### src/rtl/write_back_stage_pkg.sv
`default_nettype none
// ============================================================================
// Module      : write_back_stage_pkg
// Description : Shared types and constants for the write-back stage:
//               register index/value/file types, architectural slot
//               indices (Flags, PC), reset register file and FSM states.
// Revision    : 1.0 - initial release
// ============================================================================
package write_back_stage_pkg;

  localparam int          NR     = 4;              // register count
  localparam logic [31:0] PC_INC = 32'd4;          // PC advance on retire
  localparam logic [31:0] NOP    = 32'h8000_0000;  // squashed-slot marker
  localparam int          FLAGS  = NR - 1;         // Flags slot
  localparam int          PC     = NR - 2;         // PC slot

  typedef logic [4:0]        regind_t;
  typedef logic [31:0]       regval_t;
  typedef regval_t [NR-1:0]  regfile_t;

  localparam regfile_t ZERO_REGFILE = '0;

  typedef enum logic [0:0] {
    ST_IDLE  = 1'b0,
    ST_STORE = 1'b1
  } state_t;

endpackage
`default_nettype wire

### src/rtl/write_back_stage_regfile_writer.sv
`default_nettype none
// ============================================================================
// Module      : regfile_writer
// Description : Combinational next-state of the register file for one
//               retiring instruction.
//   i_regs        current register file
//   i_reg_write   1 = register retire, 0 = PC advance only (store)
//   i_dst         destination index (entries >= NR are ignored)
//   i_value       value for i_dst
//   i_upper       value for i_dst+1 when i_has_upper
//   i_flags       new flags
//   i_pc          pc of the retiring instruction
//   o_regs        next register file
//   o_redirect    destination is the PC slot
// Revision    : 1.0 - initial release
// ============================================================================
module regfile_writer
  import write_back_stage_pkg::*;
(
  input  regfile_t   i_regs,
  input  logic       i_reg_write,
  input  regind_t    i_dst,
  input  regval_t    i_value,
  input  regval_t    i_upper,
  input  logic       i_has_upper,
  input  logic [3:0] i_flags,
  input  regval_t    i_pc,
  output regfile_t   o_regs,
  output logic       o_redirect
);

  // One extra bit so that index 31 + 1 does not wrap onto slot 0.
  logic [5:0] w_dst_ext;
  logic [5:0] w_upper_idx;

  assign w_dst_ext   = {1'b0, i_dst};
  assign w_upper_idx = w_dst_ext + 6'd1;
  assign o_redirect  = i_reg_write && (w_dst_ext == 6'(PC));

  // Defaults first (flags, pc increment), then the explicit register
  // writes, so a register write to Flags/PC always takes precedence.
  always_comb begin
    o_regs     = i_regs;
    o_regs[PC] = i_pc + PC_INC;
    if (i_reg_write) begin
      o_regs[FLAGS] = {28'd0, i_flags};
      for (int i = 1; i < NR; i++) begin
        if (w_dst_ext == 6'(i)) begin
          o_regs[i] = i_value;
        end
        if (i_has_upper && (w_upper_idx == 6'(i))) begin
          o_regs[i] = i_upper;
        end
      end
    end
    o_regs[0] = '0;
  end

endmodule
`default_nettype wire

### src/rtl/write_back_stage.sv
`default_nettype none
// ============================================================================
// Module      : write_back_stage
// Description : Final pipeline stage. Retires one instruction per accepted
//               transfer: register file / Flags / PC update, single-beat
//               store, registered feedback and one-cycle redirect pulse.
//   clock, reset          rising-edge clock, synchronous active-high reset
//   ex_*                  execute->write bundle, ex_hold stalls execute
//   registers             architectural register file
//   fb_*                  feedback (forwarding) path
//   next_pc, has_flushed  redirect to fetch
//   mem_*                 store bus (beat done on mem_write && !mem_waitrequest)
// Revision    : 1.0 - initial release
// ============================================================================
module write_back_stage
  import write_back_stage_pkg::*;
(
  input  logic        clock,
  input  logic        reset,
  input  logic        ex_is_valid,
  output logic        ex_hold,
  input  logic [31:0] ex_pc,
  input  logic [31:0] ex_adjustment_value,
  input  logic [31:0] ex_destination_value,
  input  logic [31:0] ex_upper_value,
  input  regind_t     ex_destination_register,
  input  logic [3:0]  ex_flags,
  input  logic        ex_has_flushed,
  input  logic        ex_is_writing_memory,
  input  logic        ex_has_upper_value,
  output regfile_t    registers,
  output logic [31:0] fb_value,
  output logic [31:0] fb_upper_value,
  output regind_t     fb_index,
  output logic        fb_is_valid,
  output logic        fb_has_upper_value,
  output logic [31:0] next_pc,
  output logic        has_flushed,
  output logic [31:0] mem_address,
  output logic [31:0] mem_write_data,
  output logic        mem_write,
  input  logic        mem_waitrequest
);

  state_t   r_state;
  state_t   w_state_next;
  regfile_t r_regs;
  regfile_t w_regs_next;
  logic     w_redirect;
  logic     w_accept;
  logic     w_retire;
  logic     w_store;
  logic     w_reg_retire;
  logic     w_store_done;

  // ex_hold is low only in IDLE, so every accept happens in IDLE.
  assign w_accept     = ex_is_valid && !ex_hold;
  assign w_retire     = w_accept && !ex_has_flushed;
  assign w_store      = w_retire && ex_is_writing_memory;
  assign w_reg_retire = w_retire && !ex_is_writing_memory;
  assign w_store_done = (r_state == ST_STORE) && !mem_waitrequest;

  regfile_writer u_regfile_writer (
    .i_regs      (r_regs),
    .i_reg_write (w_reg_retire),
    .i_dst       (ex_destination_register),
    .i_value     (ex_destination_value),
    .i_upper     (ex_upper_value),
    .i_has_upper (ex_has_upper_value),
    .i_flags     (ex_flags),
    .i_pc        (ex_pc),
    .o_regs      (w_regs_next),
    .o_redirect  (w_redirect)
  );

  // FSM: state register
  always_ff @(posedge clock) begin
    if (reset) begin
      r_state <= ST_IDLE;
    end else begin
      r_state <= w_state_next;
    end
  end

  // FSM: next state
  always_comb begin
    w_state_next = r_state;
    case (r_state)
      ST_IDLE:  if (w_store)      w_state_next = ST_STORE;
      ST_STORE: if (w_store_done) w_state_next = ST_IDLE;
      default:  w_state_next = ST_IDLE;
    endcase
  end

  // FSM: outputs
  always_comb begin
    ex_hold = (r_state == ST_STORE);
  end

  // Architectural registers, feedback, redirect and store bus
  always_ff @(posedge clock) begin
    if (reset) begin
      r_regs             <= ZERO_REGFILE;
      fb_value           <= '0;
      fb_upper_value     <= '0;
      fb_index           <= '0;
      fb_is_valid        <= 1'b0;
      fb_has_upper_value <= 1'b0;
      next_pc            <= '0;
      has_flushed        <= 1'b0;
      mem_write          <= 1'b0;
      mem_address        <= '0;
      mem_write_data     <= '0;
    end else begin
      fb_is_valid <= 1'b0;
      has_flushed <= 1'b0;
      if (w_retire) begin
        r_regs <= w_regs_next;
      end
      if (w_reg_retire) begin
        fb_is_valid        <= 1'b1;
        fb_index           <= ex_destination_register;
        fb_value           <= ex_destination_value;
        fb_upper_value     <= ex_upper_value;
        fb_has_upper_value <= ex_has_upper_value;
        if (w_redirect) begin
          next_pc     <= ex_destination_value;
          has_flushed <= 1'b1;
        end
      end
      if (w_store) begin
        mem_write      <= 1'b1;
        mem_address    <= ex_adjustment_value;
        mem_write_data <= ex_destination_value;
      end else if (w_store_done) begin
        mem_write <= 1'b0;
      end
    end
  end

  assign registers = r_regs;

endmodule
`default_nettype wire

### config.mk
export PLATFORM = sky130hd
export DESIGN_NAME = write_back_stage
export DESIGN_NICKNAME = d
export VERILOG_FILES = /design/src/rtl/write_back_stage_pkg.sv /design/src/rtl/write_back_stage_regfile_writer.sv /design/src/rtl/write_back_stage.sv
export SDC_FILE = /design/constraint.sdc
export NUM_CORES = 1
export LEC_CHECK = 0
export ABC_AREA = 1
export BUFFER_PORTS_ARGS = -buffer_cell sky130_fd_sc_hd__buf_2
export CAP_MARGIN = 40
export CORE_MARGIN = 10
export CORE_UTILIZATION = 56
export DETAILED_ROUTE_END_ITERATION = 12
export GPL_ROUTABILITY_DRIVEN = 0
export PLACE_DENSITY = 0.86
export SLEW_MARGIN = 20
export SYNTH_ARGS = -nofsm -noshare
export SYNTH_HDL_FRONTEND = slang
export SYNTH_HIERARCHICAL = 1
export SYNTH_SLANG_ARGS = --single-unit
### constraint.sdc
create_clock -name clock -period 5.55 [get_ports clock]
set_input_delay 1.3875 -clock clock [delete_from_list [all_inputs] [get_ports clock]]
set_output_delay 1.3875 -clock clock [all_outputs]
set_load 0.03 [all_outputs]
* Yosys cells after proc, flatten, opt, wreduce, memory -nomap -nowiden *
Cells that the tools add are included.

storage, ports and cells
  register bits = 266
  output and inout bits = 298
  word-level logic and storage cells = 57

cells by class
  add/sub/neg operators = 2
  equality and inequality tests = 6
  mux-type cells = 14
  bitwise operators = 2
  reduce and logical (&&, ||, !) cells = 19

operators by type and width
  operator                                                               number
  32-bit 2-to-1 mux                                                      6
  64-bit 2-to-1 mux                                                      1
  32-bit by 3-bit adder with 32-bit output, second input constant        1
  6-bit by 2-bit equality test with 1-bit output, second input constant  2
  5-bit by 2-bit equality test with 1-bit output, second input constant  2
  1-bit logical AND                                                      9
  5-bit by 1-bit adder with 6-bit output, second input constant          1
  6-bit by 1-bit equality test with 1-bit output, second input constant  1
  1-bit 2-to-1 mux                                                       6
  5-bit by 1-bit equality test with 1-bit output, second input constant  1
  1-bit logical NOT                                                      4
  2-bit AND reduction                                                    2
  2-bit nonzero test                                                     2
  3-bit AND reduction                                                    1
  1-bit NOT                                                              2
  1-bit one-hot mux with 2 select lines                                  1
  2-bit OR reduction                                                     1

* Depth between registers and ports, before layout *
  depth in word-level cells = 6
  mapped depth = 16
  gate-level depth less buffers = 12

* By module *
The synthesis kept the hierarchy.

modules (own cells, without submodules)
  module            times used  cells each  area each (sq um)
  write_back_stage  1           1,373       10,577.6
  regfile_writer    1           661         3,575.9

* Worst setup path before layout *
Ideal clock, no wire load.

  kind = input -> register
  from = in ex_is_valid
  to = reg next_pc[14]
  library setup time = 0.113 ns
  data arrival time = 3.222 ns
  data required time = 5.437 ns
  slack = 2.214 ns
  stages = 14
  path buffers = 5
  path through = nand2_2 nor2_4 nand2_2 inv_2 buf_2 buf_2 inv_1 clkbuf_1 nor2_1 clkbuf_1 nand4_2 clkbuf_1 nor2_1 nor2_1

on the way
  longest elaborated chain between the ends = 5

ends and longest elaborated chain
  what                           RTL line                               source
  start, declared                write_back_stage.sv:20                 input logic ex_is_valid,
  1-bit logical AND              write_back_stage.sv:57                 assign w_accept = ex_is_valid && !ex_hold;
  1-bit logical AND              write_back_stage.sv:58                 assign w_retire = w_accept && !ex_has_flushed;
  1-bit logical AND              write_back_stage.sv:60                 assign w_reg_retire = w_retire && !ex_is_writing_memory;
  net w_reg_retire               write_back_stage.sv:53                 logic w_reg_retire;
  1-bit logical AND              write_back_stage_regfile_writer.sv:38  assign o_redirect = i_reg_write && (w_dst_ext == 6'(PC));
  net w_redirect                 write_back_stage.sv:49                 logic w_redirect;
  2-bit AND reduction (no line)  --
  end signal, assigned           write_back_stage.sv:127                next_pc <= ex_destination_value;
  end, declared                  write_back_stage.sv:37                 output logic [31:0] next_pc,

The timed path passes the listed nets, and every way through them passes these cells.
A chain may end at the register's enable or synchronous reset.

* Worst setup path in the final report *
  from = in ex_is_valid
  to = reg next_pc[7]

on the way
  longest elaborated chain between the ends = 5

ends and longest elaborated chain
  what                           RTL line
  1-bit logical AND              write_back_stage.sv:57
  1-bit logical AND              write_back_stage.sv:58
  1-bit logical AND              write_back_stage.sv:60
  1-bit logical AND              write_back_stage_regfile_writer.sv:38
  net w_redirect                 write_back_stage.sv:49
  2-bit AND reduction (no line)  --

The timed path passes the listed nets, and every way through them passes these cells.

==> key figures <==
Status
  • Status: finished clean

Power and ir drop
  • Power Total: 5.49 mW
  • VDD IR max: 333 uV
  • Logic pwr share: 0.169
  • Pint: 3.88 mW
  • P_sw: 1.61 mW
  • Clock share of power: 0.410
  • Pleak: 8.43 nW
  • PD cells: between 300 and 400 nW/um2
  • Register share of total power: 0.422
  • Switching share of power: 0.294

Critical path
  • CP arrival: around 4400 ps
  • Critical Path Start: ex_is_valid
  • Max stage delay on crit path: 600 ps
  • Setup crit end: next_pc[7]
  • Crit end category: flop
  • Worst-case reg-to-reg path depth: 12
  • Crit path kind: input pin to flop
  • R2R Setup Slk: 2180 ps
  • Reg2reg start: ex_hold
  • Cell Chain, Critical Path: buf_2, nand2_2, nor2_4, nand2_2, inv_6, inv_1, nor2_1, buf_4, nand4_2, nor2_2, nand2_1, nand2_1
  • Largest fanout on the critical path: 58
  • Crit path launch type: input pin
  • CP required: 6050 ps
  • Reg2Reg Capture Point: next_pc[7]
  • Slowest CP cell: nand4_2

Floorplanning
  • I/O pins: 442
  • Die Width: between 150 and 200 um
  • Die Span Y: around 180 um
  • Core ar.: 25000 um2
  • Area of the die: about 32000 um2
  • Num rows: 58
  • Effective utilization at floorplan: 0.565

Min path
  • Hold WC Path Type: flop to flop

Timing
  • Worst Skew: approximately 8 ps
  • Final worst-path cycle share: 0.697
  • Achievable clock frequency: 259 MHz
  • Final Hold Fails: 0
  • # setup viols final: 0
  • Final min period: 3870 ps
  • Slew headroom: 0.449
  • Fin. max-slew vios: 0
  • Worst Tran Pin Value: 825 ps
  • RSZ-0062 raised after global routing: false
  • Worst Hold Slack: 478 ps
  • Setup TNS Final: 0 ps

Clock tree
  • Clock root cell: clkbuf_16
  • H-tree depth: 1
  • Clk buf depth: 3
  • Worst-path clk slew: 70 ps
  • Post-CTS Setup Repair Bufs: 0
  • CTS Sinks: 298
  • Cts bufs inserted: 31
  • # hold bufs at CTS: 0
  • CTS tree: yes
  • Clock insertion delay at the later pin of the skew report: 560 ps
  • Post-cts gate resize count: 0

Routing
  • Metal3 WL: between 6000 and 7000 um
  • WL/cell: 19.2 um
  • DR WL met2: approximately 24000 um
  • Via count: 15400
  • Post-DRT Antenna Nets: 0
  • Drt pass-1 iters: 6
  • DRT iter0 DRCs: around 1800
  • Routed wire length: 52500 um
  • Vias per cell: about 5.6
  • Met1 Routed Length: 19200 um
  • Drt drc: 0
  • Highest routed layer: met5

Global routing
  • Initial antenna violation count: 3
  • Grt total ovfl: 0
  • Vias in the first global route: approximately 14000
  • Tot GR Track Use: 0.308
  • First-pass GRT wire length: 79400 um
  • Largest net degree at the start of global routing: 120

Job
  • MaxCap Viol Count: 0

Yosys
  • Synth Area per Inst: 6.96 um2
  • Top-area cell type share of the netlist area: 0.421
  • Register area share after synthesis: 0.421
  • Synthesized instance count: 2034
  • Netlist cell types: 39
  • Leading area contributor after synthesis: dfxtp_1
  • Post-Syn Area: ~14000 um2
  • FF+latch count, synth: approximately 300
  • Synth area leaders: dfxtp_1 (42%), nor2_1 (17%), o21ai_0 (8.2%)
  • Synth warnings: 6

Placed design
  • DP Area: 16100 um2
  • DP HPWL: roughly 37000 um
  • Port Buffers: roughly 440

Layout
  • Fraction of layout cells with a size suffix above 1: 0.239
  • Fin nets: between 2000 and 3000
  • Area grow syn2layout: 22.1%
  • Design area: 17300 um2
state kept, by name (all words and copies together) (netlist names):
| name | count |
|---|---|
| next_pc | 32 |
| fb_has_upper_value | 1 |
| fb_upper_value | 32 |
| mem_write | 1 |
| has_flushed | 1 |
| fb_index | 5 |
| mem_write_data | 32 |
| mem_address | 32 |
| fb_value | 32 |
| fb_is_valid | 1 |
| registers | 128 |
| ex_hold | 1 |
area by class of cell:
| type | count | area, um2 |
|---|---|---|
| Fill cell | 2104 | 7760 |
| Multi-Input combinational cell | 1447 | 6770 |
| Sequential cell | 298 | 5970 |
| Timing Repair Buffer | 458 | 2450 |
| Clock buffer | 43 | 901 |
| Inverter | 146 | 562 |
| Tap cell | 330 | 413 |
| Clock inverter | 14 | 210 |
| Antenna cell | 2 | 5.00 |
power by group through the flow:
stage	logic, mW	clock network [mW]	registers [mW]
floorplan	0.373	0	2.58
global placement	0.885	0	2.35
detailed placement	0.909	0	2.36
CTS	0.914	2.27	2.31
global route	0.996	2.35	2.33
finish	0.926	2.25	2.32
per-stage QoR:
| stage | setup WS, ps | std cells | util |
|---|---|---|---|
| floorplan | 2210 | 2065 | - |
| global placement | 1400 | 2673 | 0.640 |
| detailed placement | 1220 | 2678 | 0.644 |
| CTS | 1760 | 2735 | 0.689 |
| global route | 1410 | 2736 | 0.690 |
| finish | 1680 | 2738 | 0.690 |
worst min-delay path by stage:
stage	from	to	slack (ps)	cells after the start
6_report	mem_address[0]	mem_address[0]	480	2
5_1_grt	next_pc[31]	next_pc[31]	490	2
4_1_cts	fb_upper_value[6]	fb_upper_value[6]	480	2
3_5_place_dp	fb_value[6]	fb_value[6]	470	2
3_3_place_gp	fb_upper_value[0]	fb_upper_value[0]	460	2
2_1_floorplan	ex_hold	ex_hold	590	2
cells by family after synthesis:
logic type               synth area share
XOR/XNOR                          0.00928
AO/OA/AOI/OAI                       0.183
flip-flops                          0.421
AND/OR/NAND/NOR                     0.277
other                            0.000265
adder cells (fa/ha/maj)          0.000884
buffers and inverters               0.108
cell usage in the layout (no fill, tap or decap), types with 9 or more instances in the layout:
master,instances
a21oi_1,46
a22oi_2,30
a31oi_1,25
buf_2,441
buf_4,10
clkbuf_16,31
conb_1,32
dfxtp_1,298
inv_1,135
nand2_1,194
nand3_1,50
nand4_1,41
nor2_1,651
o211ai_1,9
o21ai_0,233
o21ai_1,49
o22ai_1,32
o32ai_1,10
xor2_1,9
routing by layer:
layer | track usage | vias up
li1 | - | 7231
met3 | 0.0842 | 192
met5 | 0 | -
met2 | 0.507 | 983
met1 | 0.368 | 7031
met4 | 0.137 | 2
synth_stat cells, drive strengths merged:
cell	instances
xor2	9
conb	1
buf	102
clkbuf	72
nand2	199
ha	1
a31oi	25
o22ai	32
inv	145
nand4	43
nand3	51
a21o	1
a21oi	46
dfxtp	298
o211ai	9
xnor2	6
a22oi	32
o21ai	283
o32ai	10
nand3b	1
o311ai	3
nor2	663
and2	1
clkinv	1
worst max-delay path: cells and delay by family:
| family | cells | cell delay, ps |
|---|---|---|
| and+or+nand+nor | 8 | 2130 |
| buffers and inverters | 4 | 820 |
Power figures use the tool's default switching activity.
